`config.mk`:
```
export PLATFORM = sky130hd
export DESIGN_NAME = serial_word_tx
export DESIGN_NICKNAME = d
export VERILOG_FILES = /design/src/rtl/serial_word_tx.sv
export SDC_FILE = /design/constraint.sdc
export NUM_CORES = 1
export LEC_CHECK = 0
export CAP_MARGIN = 25
export CORE_MARGIN = 2
export CORE_UTILIZATION = 25
export DETAILED_ROUTE_END_ITERATION = 8
export PLACE_DENSITY = 0.42
export SLEW_MARGIN = 30
export SYNTH_ARGS = -nofsm -noshare
export SYNTH_HDL_FRONTEND = slang
export SYNTH_SLANG_ARGS = --single-unit
```
`constraint.sdc`:
```
create_clock -name CLK -period 2.8 [get_ports CLK]
set_clock_uncertainty 0.1 [all_clocks]
set_input_delay 0.56 -clock CLK [delete_from_list [all_inputs] [get_ports CLK]]
set_output_delay 0.56 -clock CLK [all_outputs]
set_load 0.05 [all_outputs]
```
`src/rtl/serial_word_tx.sv`:
```
// Parallel-in/serial-out word transmitter: loads one word on a LOAD handshake and
// shifts it out one bit per SER_EN tick, framed by FRAME. Define SERIAL_WORD_TX_PARITY_EN
// to append an odd-parity bit after the last data bit.
module serial_word_tx #(
  parameter int WORD_WIDTH        = 32,
  parameter bit LSB_FIRST         = 1'b1,
  parameter int PROPAGATION_DELAY = 18
) (
  input  logic                  CLK,
  input  logic                  CLR_n,
  input  logic                  LOAD,
  input  logic [WORD_WIDTH-1:0] D,
  input  logic                  SER_EN,
  output logic                  Q,
  output logic                  FRAME,
  output logic                  BUSY,
  output logic                  DONE
);

  localparam int CNT_W = (WORD_WIDTH > 1) ? $clog2(WORD_WIDTH) : 1;
  localparam logic [CNT_W-1:0] LAST_BIT = CNT_W'(WORD_WIDTH - 1);

  // The TTL delay figure only matters to the behavioural timing model; here it is sanity-checked.
  if (WORD_WIDTH < 2 || PROPAGATION_DELAY < 0) begin : g_bad_params
    $error("serial_word_tx: WORD_WIDTH must be >= 2 and PROPAGATION_DELAY >= 0");
  end

`ifdef SERIAL_WORD_TX_PARITY_EN
  typedef enum logic [1:0] {IDLE = 2'd0, SHIFT = 2'd1, PARITY = 2'd2} state_t;
  logic parity_bit;
`else
  typedef enum logic [1:0] {IDLE = 2'd0, SHIFT = 2'd1} state_t;
`endif

  state_t                state;
  logic [WORD_WIDTH-1:0] shift_reg;
  logic [CNT_W-1:0]      bit_cnt;
  logic                  q_reg;
  logic                  frame_reg;
  logic                  busy_reg;
  logic                  done_reg;

  logic                  first_bit;
  logic                  next_bit;
  logic [WORD_WIDTH-1:0] shifted;

  // The bit on Q always comes from the end of shift_reg facing the output.
  assign first_bit = LSB_FIRST ? D[0] : D[WORD_WIDTH-1];
  assign next_bit  = LSB_FIRST ? shift_reg[1] : shift_reg[WORD_WIDTH-2];
  assign shifted   = LSB_FIRST ? (shift_reg >> 1) : (shift_reg << 1);

  always_ff @(posedge CLK) begin
    if (!CLR_n) begin
      state     <= IDLE;
      shift_reg <= '0;
      bit_cnt   <= '0;
      q_reg     <= 1'b0;
      frame_reg <= 1'b0;
      busy_reg  <= 1'b0;
      done_reg  <= 1'b0;
`ifdef SERIAL_WORD_TX_PARITY_EN
      parity_bit <= 1'b0;
`endif
    end else begin
      done_reg <= 1'b0;
      case (state)
        IDLE: begin
          if (LOAD) begin
            shift_reg <= D;
            q_reg     <= first_bit;
            frame_reg <= 1'b1;
            busy_reg  <= 1'b1;
            bit_cnt   <= '0;
            state     <= SHIFT;
`ifdef SERIAL_WORD_TX_PARITY_EN
            parity_bit <= ~^D;
`endif
          end
        end
        SHIFT: begin
          if (SER_EN) begin
            if (bit_cnt != LAST_BIT) begin
              q_reg     <= next_bit;
              shift_reg <= shifted;
              bit_cnt   <= bit_cnt + CNT_W'(1);
            end else begin
`ifdef SERIAL_WORD_TX_PARITY_EN
              q_reg <= parity_bit;
              state <= PARITY;
`else
              q_reg     <= 1'b0;
              frame_reg <= 1'b0;
              busy_reg  <= 1'b0;
              done_reg  <= 1'b1;
              state     <= IDLE;
`endif
            end
          end
        end
`ifdef SERIAL_WORD_TX_PARITY_EN
        PARITY: begin
          if (SER_EN) begin
            q_reg     <= 1'b0;
            frame_reg <= 1'b0;
            busy_reg  <= 1'b0;
            done_reg  <= 1'b1;
            state     <= IDLE;
          end
        end
`endif
        default: state <= IDLE;
      endcase
    end
  end

  assign Q     = q_reg;
  assign FRAME = frame_reg;
  assign BUSY  = busy_reg;
  assign DONE  = done_reg;

endmodule

```
=== Yosys cells after proc, flatten, opt, wreduce, memory -nomap -nowiden ===
Index checks and enable logic that the tools add are counted.

* Bits of input ports: 36
* Output and inout port bits: 4
* Flip-flop bits (word level): 42

* Multiplexer cells: 21
* Reduce and logical (&&, ||, !) cells: 7
* Equal/unequal tests: 6
* $add $sub $neg: 1

{| class="wikitable"
|+ Operators by type and width
! operator !! count
|-
| 32-bit 2-to-1 mux || 3
|-
| 32-bit case mux with 2 select lines || 1
|-
| 5-bit 2-to-1 mux || 3
|-
| 5-bit case mux with 2 select lines || 1
|-
| 3-bit AND reduction || 3
|-
| 2-bit != test, second input constant || 4
|-
| 4-bit AND reduction || 2
|-
| 1-bit 2-to-1 mux || 7
|-
| 2-bit 2-to-1 mux || 3
|-
| 5-bit by 1-bit adder with 5-bit output, second input constant || 1
|-
| 5-bit != test, second input constant || 1
|-
| 1-bit case mux with 2 select lines || 2
|-
| 2-bit case mux with 2 select lines || 1
|-
| 2-bit by 1-bit equality test with 1-bit output, second input constant || 1
|-
| 2-bit logical NOT || 1
|-
| 2-bit nonzero test || 1
|}

=== Logic depth before layout (Yosys ltp) ===
Gate-level depths: netlist of run 1.

* Depth in word-level cells: 4
* Depth in mapped cells: 8

=== Least setup slack after synthesis of run 1 ===
Ideal clock, no wire load.

* Path kind: reg2reg
* Start: register bit_cnt[0]
* End: register shift_reg[10]
* Data required time: 2567 ps
* Data arrival time: 1598 ps
* Stages on the path, launching flop included: 8
* Slack: 969 ps
* Cells stage by stage: dfxtp_1 -> ha_1 -> and3_1 -> ha_1 -> nand3b_1 -> nand2_1 -> clkbuf_1 -> a21oi_1

* Longest elaborated chain between the ends: 3

{| class="wikitable"
|+ Ends and longest elaborated chain
! what !! line !! RTL
|-
| from (decl) || 37 || <nowiki>logic [CNT_W-1:0] bit_cnt;</nowiki>
|-
| from (signal assigned) || 85 || <nowiki>bit_cnt <= bit_cnt + CNT_W'(1);</nowiki>
|-
| 5-bit != test || 82 || <nowiki>if (bit_cnt != LAST_BIT) begin</nowiki>
|-
| 2-bit != test (no source line) || n/a ||
|-
| 4-bit AND reduction (no source line) || n/a ||
|-
| to (signal assigned) || 84 || <nowiki>shift_reg <= shifted;</nowiki>
|-
| to (decl) || 36 || <nowiki>logic [WORD_WIDTH-1:0] shift_reg;</nowiki>
|}

Every way passes these cells.
A chain may end at the register's enable or synchronous reset.

=== Worst setup path after layout of run 1 ===
* Start: register bit_cnt[0]
* End: register shift_reg[31]

Same word-level chain as after synthesis.

==> results by group, run 1 <==
Run status
  – Status: finished, final reports clean

STA
  – Min Tclk post-route: 2.16 ns
  – Hold_ws: about 0.36 ns
  – Hold Fails Final Rpt: 0
  – Setup ws final: 0.645 ns
  – Part of the cycle the worst path needs: about three quarters
  – TNS Setup: 0 ns
  – Slew @ Worst Pin: slightly below 0.5 ns
  – Final setup violation count: 0
  – Fmax: roughly 460 MHz
  – Unrepaired setup endpoints after global routing: false
  – Final Slew Violations: 0
  – Slew Limit Headroom: between 60% and 70%

Clock network
  – Clock slew seen by the registers of the worst setup and hold paths: roughly 0.07 ns
  – CTS Root Cell: clkbuf_8
  – Worst-Skew Late Latency: between 0.2 and 0.3 ns
  – Post-CTS Setup Bufs: 0
  – TritonCTS clock tree: done
  – Longest Clk Path Bufs: 2
  – Resized cells post-CTS: 0
  – CTS Buf Count: 5
  – Hold Buf Count CTS: 0
  – H-tree depth: 2
  – Clk sink count: 39

Placed design
  – DP Wirelength: roughly 2.9 mm
  – I/O Buffers: 39
  – Area after DPL: between 2000 and 2500 um^2
  – Inst Count DP: between 300 and 400
  – GP Congestion: a little under 0.7
  – Place WS: about 0.64 ns

Synthesis
  – Synth Area in Simple Gates: around 7.6%
  – Largest family of logic cells by synthesized area: compound AO/OA/AOI/OAI gates
  – Yosys warns: 0
  – Synth Area in XOR/XNOR: less than 1%
  – Mux contribution to synthesized area: about 16%
  – Register area share after synthesis: between 30% and 40%
  – Post-synth ARST share: 0%
  – Cell Area, Synth: 1960 um^2
  – Adder-Cell Fraction of Synth Area: about 1.3%
  – Synth Area in Compound Gates: approximately 27%
  – Most used DFF post-synth: dfxtp_1
  – Post-synth EDFFs: 0
  – Number of distinct library cells after synthesis: 29
  – Synthesized flop and latch total: 39
  – Cells after Synth: about 190
  – Syn_nets: 227
  – Synthesized area per cell: 10.4 um^2

Floorplan
  – Core area: between 7000 and 8000 um^2
  – Top Ports: 40
  – Std cell rows: 32
  – Initial Util: between 20 and 30%
  – Die footprint: 8570 um^2
  – Die Wd: a little over 90 um
  – Die Y: a little over 90 um

Setup path
  – CP arrival: between 2 and 2.5 ns
  – Crit Path Class: reg2reg
  – Crit end category: flip-flop
  – Required time of the critical path: roughly 2.9 ns
  – Worst-path maximum fanout: 25
  – CP Launch Type: flip-flop

GRT
  – Gr ovfl total: 0
  – Met2 usage: between 15 and 20%
  – Vias in the first global route: ~1,500
  – Pin count of the biggest net entering global routing: 33
  – GRT Total Usage: between 10% and 20%
  – GR Util met1: approximately 15%
  – Initial antenna violation count: 0
  – Busiest layer in global routing: met2
  – Met3 global-route usage: under 10%
  – Global-route wire length before repair: approximately 7.6 mm

Final layout
  – Number of nets in the layout: 259
  – Largest register FFs: 31
  – Post-route insts no fill: between 300 and 400
  – Area growth, synth to finish: 28.8%
  – Layout cells sized above 1: 17.6%
  – ANT cells: 0
  – Fillers: between 800 and 900
  – Post-route cell area: around 2500 um^2
  – Final Util: between 30% and 40%

Detailed routing
  – Post-DR wirelength/cell: about 14 um
  – Drc violations: 0
  – Initial detailed-routing violation count: just over 80
  – First-pass DRT Iterations: 4
  – Vias/cell: 4.65
  – Antenna viol nets, final: 0
  – WL final: around 4.6 mm
  – Via count: between 1,500 and 2,000

Hold path
  – Hold WC Path Type: reg2reg

Pwr
  – Pwr Total: ~1.3 mW
  – Maximum VDD drop: 0.191 mV
  – Leakage: around 0.93 nW
  – Power per Cell Area: between 500 and 600 nW/um^2

Flow run
  – Max-cap violation count: 0
synth_stat cells, drive strengths merged, types with 2 or more instances:
| library cell | number | area [um^2] |
|---|---|---|
| nand2 | 4 | 15.0 |
| a31oi | 3 | 18.8 |
| o31ai | 30 | 315 |
| nor3 | 2 | 20.0 |
| dfxtp | 39 | 781 |
| buf | 18 | 140 |
| nand4b | 2 | 17.5 |
| nand3b | 2 | 15.0 |
| clkbuf | 4 | 15.0 |
| a21oi | 31 | 155 |
| mux2i | 30 | 300 |
| o21ai | 4 | 20.0 |
| a21boi | 3 | 22.5 |
| nand3 | 3 | 15.0 |
| nand2b | 3 | 18.8 |
| ha | 2 | 25.0 |
path summary, 6_finish.rpt:
check / start / endpoint / slack [ns] / cells after the start
max: bit_cnt[0] / shift_reg[31] / 0.64 / 7
min: shift_reg[31] / shift_reg[31] / 0.36 / 2
max reg2reg: bit_cnt[0] / shift_reg[31] / 0.64 / 7
min reg2reg: shift_reg[31] / shift_reg[31] / 0.36 / 2
critical path, stage by stage, from the launching register on:
cell and delay (ns):
dfxtp_1 0.34, ha_1 0.21, and3_1 0.19, ha_1 0.25
nand3b_1 0.28, nand2_1 0.33, buf_12 0.22, o21ai_0 0.10
logic make-up (layout without fill, tap and decap cells):
kind of cell	Yosys count	count (layout)
adders and majority gates	2	2
muxes	31	31
AOI/OAI and AO/OA	71	71
and+or+nand+nor	23	23
DFF	39	39
buffers and inverters	22	55
xor gates and xnor gates	1	1
report_power, final:
| part | total [mW] | internal [mW] | switching, mW | leakage, nW |
|---|---|---|---|---|
| Clock | 0.417 | 0.225 | 0.193 | 0.0515 |
| Sequential | 0.634 | 0.602 | 0.0313 | 0.323 |
| Combinational | 0.263 | 0.135 | 0.128 | 0.557 |
cell usage in the layout, fill, tap and decap left out, drive strengths merged, types with 3 or more instances in the layout:
cell type       n
dfxtp          39
clkbuf          8
nand2           4
o21ai           4
mux2i          30
a21oi          31
clkdlybuf4s50  38
o31ai          30
nand3           3
buf             9
nand2b          3
a21boi          3
a31oi           3
area by class of cell:
class                   instances  area, um^2  area share (%)
multi-input cells             128        1030            40.9
flip-flops and latches         39         782            31.0
repair buffers                 47         483            19.1
well taps                     102         128            5.05
clock buffers                   8         100            3.96
metal layers:
layer / vias up / part of all wire, %
met5: - / 0
met4: 0 / 1.5
met3: 5 / 4.3
met2: 32 / 44
met1: 702 / 50
li1: 768 / -
(Power assumes the default switching activity.)
==> inputs of run 2 (changes only) <==
--- a/config.mk
+++ b/config.mk
@@ -9,7 +9,7 @@
 export CORE_MARGIN = 2
 export CORE_UTILIZATION = 25
 export DETAILED_ROUTE_END_ITERATION = 8
-export PLACE_DENSITY = 0.42
+export PLACE_DENSITY = 0.43
 export SLEW_MARGIN = 30
 export SYNTH_ARGS = -nofsm -noshare
 export SYNTH_HDL_FRONTEND = slang
==> constraint.sdc (replaced) <==
create_clock -name CLK -period 1.8 [get_ports CLK]
set_clock_uncertainty 0.1 [all_clocks]
set_input_delay 0.36 -clock CLK [delete_from_list [all_inputs] [get_ports CLK]]
set_output_delay 0.36 -clock CLK [all_outputs]
set_load 0.05 [all_outputs]
==> results by group, run 2 (synthesis gave the netlist of run 1 again) <==
Hold path
  – Hold WC Path Type: reg2reg

Final layout
  – Area growth, synth to finish: 52.5%
  – Largest register FFs: 31 (unchanged)
  – Post-route cell area: 2990 um^2 (+18%)
  – Layout cells sized above 1: 33.1% (+15 points)
  – Number of nets in the layout: 273 (+5.4%)
  – Commonest cells after routing, fill and taps aside: dfxtp_1, clkdlybuf4s50_1, mux2i_1, a21oi_1, o31ai_2
  – Post-route insts no fill: 338 (+4.3%)
  – Commonest non-fill, non-tap cell in the layout: dfxtp_1
  – ANT cells: 0 (unchanged)

GRT
  – GRT Total Usage: 10.9% (-0.29 points)
  – Initial antenna violation count: 0 (unchanged)
  – Global-route wire length before repair: 7.50 mm (-1.3%)
  – Gr ovfl total: 0 (unchanged)
  – Vias in the first global route: 1,530 (+1.7%)
  – Pin count of the biggest net entering global routing: 33 (unchanged)

Detailed routing
  – Antenna viol nets, final: 0 (unchanged)
  – First-pass DRT Iterations: 4 (unchanged)
  – Drc violations: 0 (unchanged)
  – WL final: 5.20 mm (+13%)
  – Via count: 1,605 (+6.5%)
  – Post-DR wirelength/cell: 15.4 um (+8.5%)
  – Initial detailed-routing violation count: 52 (-36%)
  – Vias/cell: 4.75 (+2.1%)

Setup path
  – R2R Setup Slk: 0.009 ns (-0.64 ns)
  – R2r startpoint: bit_cnt[1]
  – Crit end category: flip-flop
  – Crit Path Class: reg2reg
  – CP Launch Type: flip-flop
  – CP arrival: 1.92 ns (-0.31 ns)
  – Worst-path maximum fanout: 8 (-68%)
  – Reg2reg end: shift_reg[29]
  – Path depth of the worst reg2reg path: 7 (unchanged)
  – Required time of the critical path: 1.93 ns (-0.95 ns)
  – Crit path from: bit_cnt[1]
  – CP Capture Point: shift_reg[29]

STA
  – Final Slew Violations: 0 (unchanged)
  – Unrepaired setup endpoints after global routing: true
  – TNS Setup: 0 ns (unchanged)
  – Slew Limit Headroom: 73.0% (+6.0 points)
  – Min Tclk post-route: 1.79 ns (-0.364 ns)
  – Hold Fails Final Rpt: 0 (unchanged)
  – Part of the cycle the worst path needs: 99.5% (+23 points)
  – Fmax: 558 MHz (+20%)
  – Final setup violation count: 0 (unchanged)
  – Hold_ws: 0.373 ns (+0.0106 ns)
  – Slew @ Worst Pin: 0.405 ns (-0.0889 ns)
  – Setup ws final: 0.00865 ns (-0.636 ns)

Clock network
  – Clock slew seen by the registers of the worst setup and hold paths: 0.08 ns (about the same)
  – CTS Root Cell: clkbuf_8
  – Clk sink count: 39 (unchanged)
  – Worst-Skew Late Latency: 0.29 ns (about the same)
  – Hold Buf Count CTS: 0 (unchanged)
  – H-tree depth: 2 (unchanged)
  – Longest Clk Path Bufs: 2 (unchanged)
  – TritonCTS clock tree: done
  – CTS Buf Count: 5 (unchanged)

Pwr
  – Power per Cell Area: 771 nW/um^2 (+48%)
  – Maximum VDD drop: 0.370 mV (+94%)
  – Switching power: 0.626 mW (+78%)
  – Sequential share of power: 43.4% (-4.8 points)
  – Leakage: 1.08 nW (+16%)
  – Sw Share: 27.1% (+0.39 points)
  – Comb pwr share: 23.2% (+3.2 points)
  – Clock power share: 33.4% (+1.6 points)
  – Pint: 1.68 mW (+75%)

Placed design
  – Area after DPL: 2520 um^2 (+3.8%)
  – Inst Count DP: 323 (+2.2%)
  – I/O Buffers: 39 (unchanged)
  – GP Congestion: 0.745 (+7.9%)
  – DP Wirelength: 2.91 mm (-0.38%)
  – Place WS: -0.00331 ns (-0.647 ns)

Floorplan
  – Initial Util: 25.7% (unchanged)
  – Top Ports: 40 (unchanged)
  – Die Wd: 92.6 um (unchanged)
  – Die footprint: 8570 um^2 (unchanged)
  – Std cell rows: 32 (unchanged)
  – Die Y: 92.6 um (unchanged)
  – Core area: 7650 um^2 (unchanged)

Flow run
  – Max-cap violation count: 0 (unchanged)

Run status
  – Status: finished, final reports clean
## run 2: cell types whose count changed in the layout (fill, tap and decap cells not counted), moves of 2 or more
cell and change:
dfxtp_1 -2, buf_12 +4, dfxtp_2 +2, o31ai_2 -2
buf_4 +7, buf_6 +2, clkdlybuf4s50_1 -4, o31ai_4 +12
ha_4 +2, ha_1 -2, o31ai_1 -10, clkbuf_16 +4
## run 2: worst min-delay path by stage
stage / slack [ns] / endpoint / startpoint / cells past startpoint
2_1_floorplan: 0.34 / shift_reg[31] / shift_reg[31] / 2
3_3_place_gp: 0.35 / shift_reg[31] / shift_reg[31] / 2
3_5_place_dp: 0.36 / shift_reg[31] / shift_reg[31] / 2
4_1_cts: 0.35 / shift_reg[26] / CLR_n / 3
5_1_grt: 0.39 / shift_reg[31] / shift_reg[31] / 2
6_report: 0.37 / shift_reg[31] / shift_reg[31] / 2
## run 2: critical path, stage by stage, from the launching register on
cell and delay [ns]:
dfxtp_2 0.34, ha_4 0.16, and3_4 0.18, ha_4 0.16, and3b_2 0.36, clkbuf_16 0.23
o31ai_2 0.06, a21oi_1 0.13
## run 2: cell type report
cell class              count  area [um^2]
well taps                 102          128
multi-input cells         128         1250
clock buffers               6         82.6
flip-flops and latches     39          785
clock inverters             2         35.0
fillers                   747         4660
repair buffers             61          713
## run 2: per-layer routing
metal / part of all wire, % / track usage [%] / wire [um]
met2: 47 / 16.8 / 2460
met3: 3.0 / 2.44 / 154
met4: 0.67 / 4.48 / 35
met1: 49 / 14.5 / 2550
met5: 0 / 0 / 0
## run 2: per-stage QoR
stage | utilization, % | power, mW
finish | 39.1 | 2.31
global route | 39.1 | 2.42
CTS | 34.5 | 2.23
detailed placement | 32.9 | 1.44
global placement | 32.9 | 1.44
floorplan | - | 1.27
## run 2: timing repair
action	in CTS	in global routing
endpoints found under the setup margin	12	34
gates resized for setup	2	39
pin swaps	2	3
gates cloned	0	5
buffers inserted	0	2
## run 2: power by group through the flow
| stage | clock, mW | combinational, mW | sequential [mW] |
|---|---|---|---|
| final | 0.770 | 0.535 | 1.00 |
| after global routing | 0.836 | 0.576 | 1.01 |
| after CTS | 0.802 | 0.437 | 0.988 |
| after detailed placement | 0 | 0.434 | 1.01 |
| after global placement | 0 | 0.433 | 1.01 |
| after floorplan | 0 | 0.267 | 1.00 |
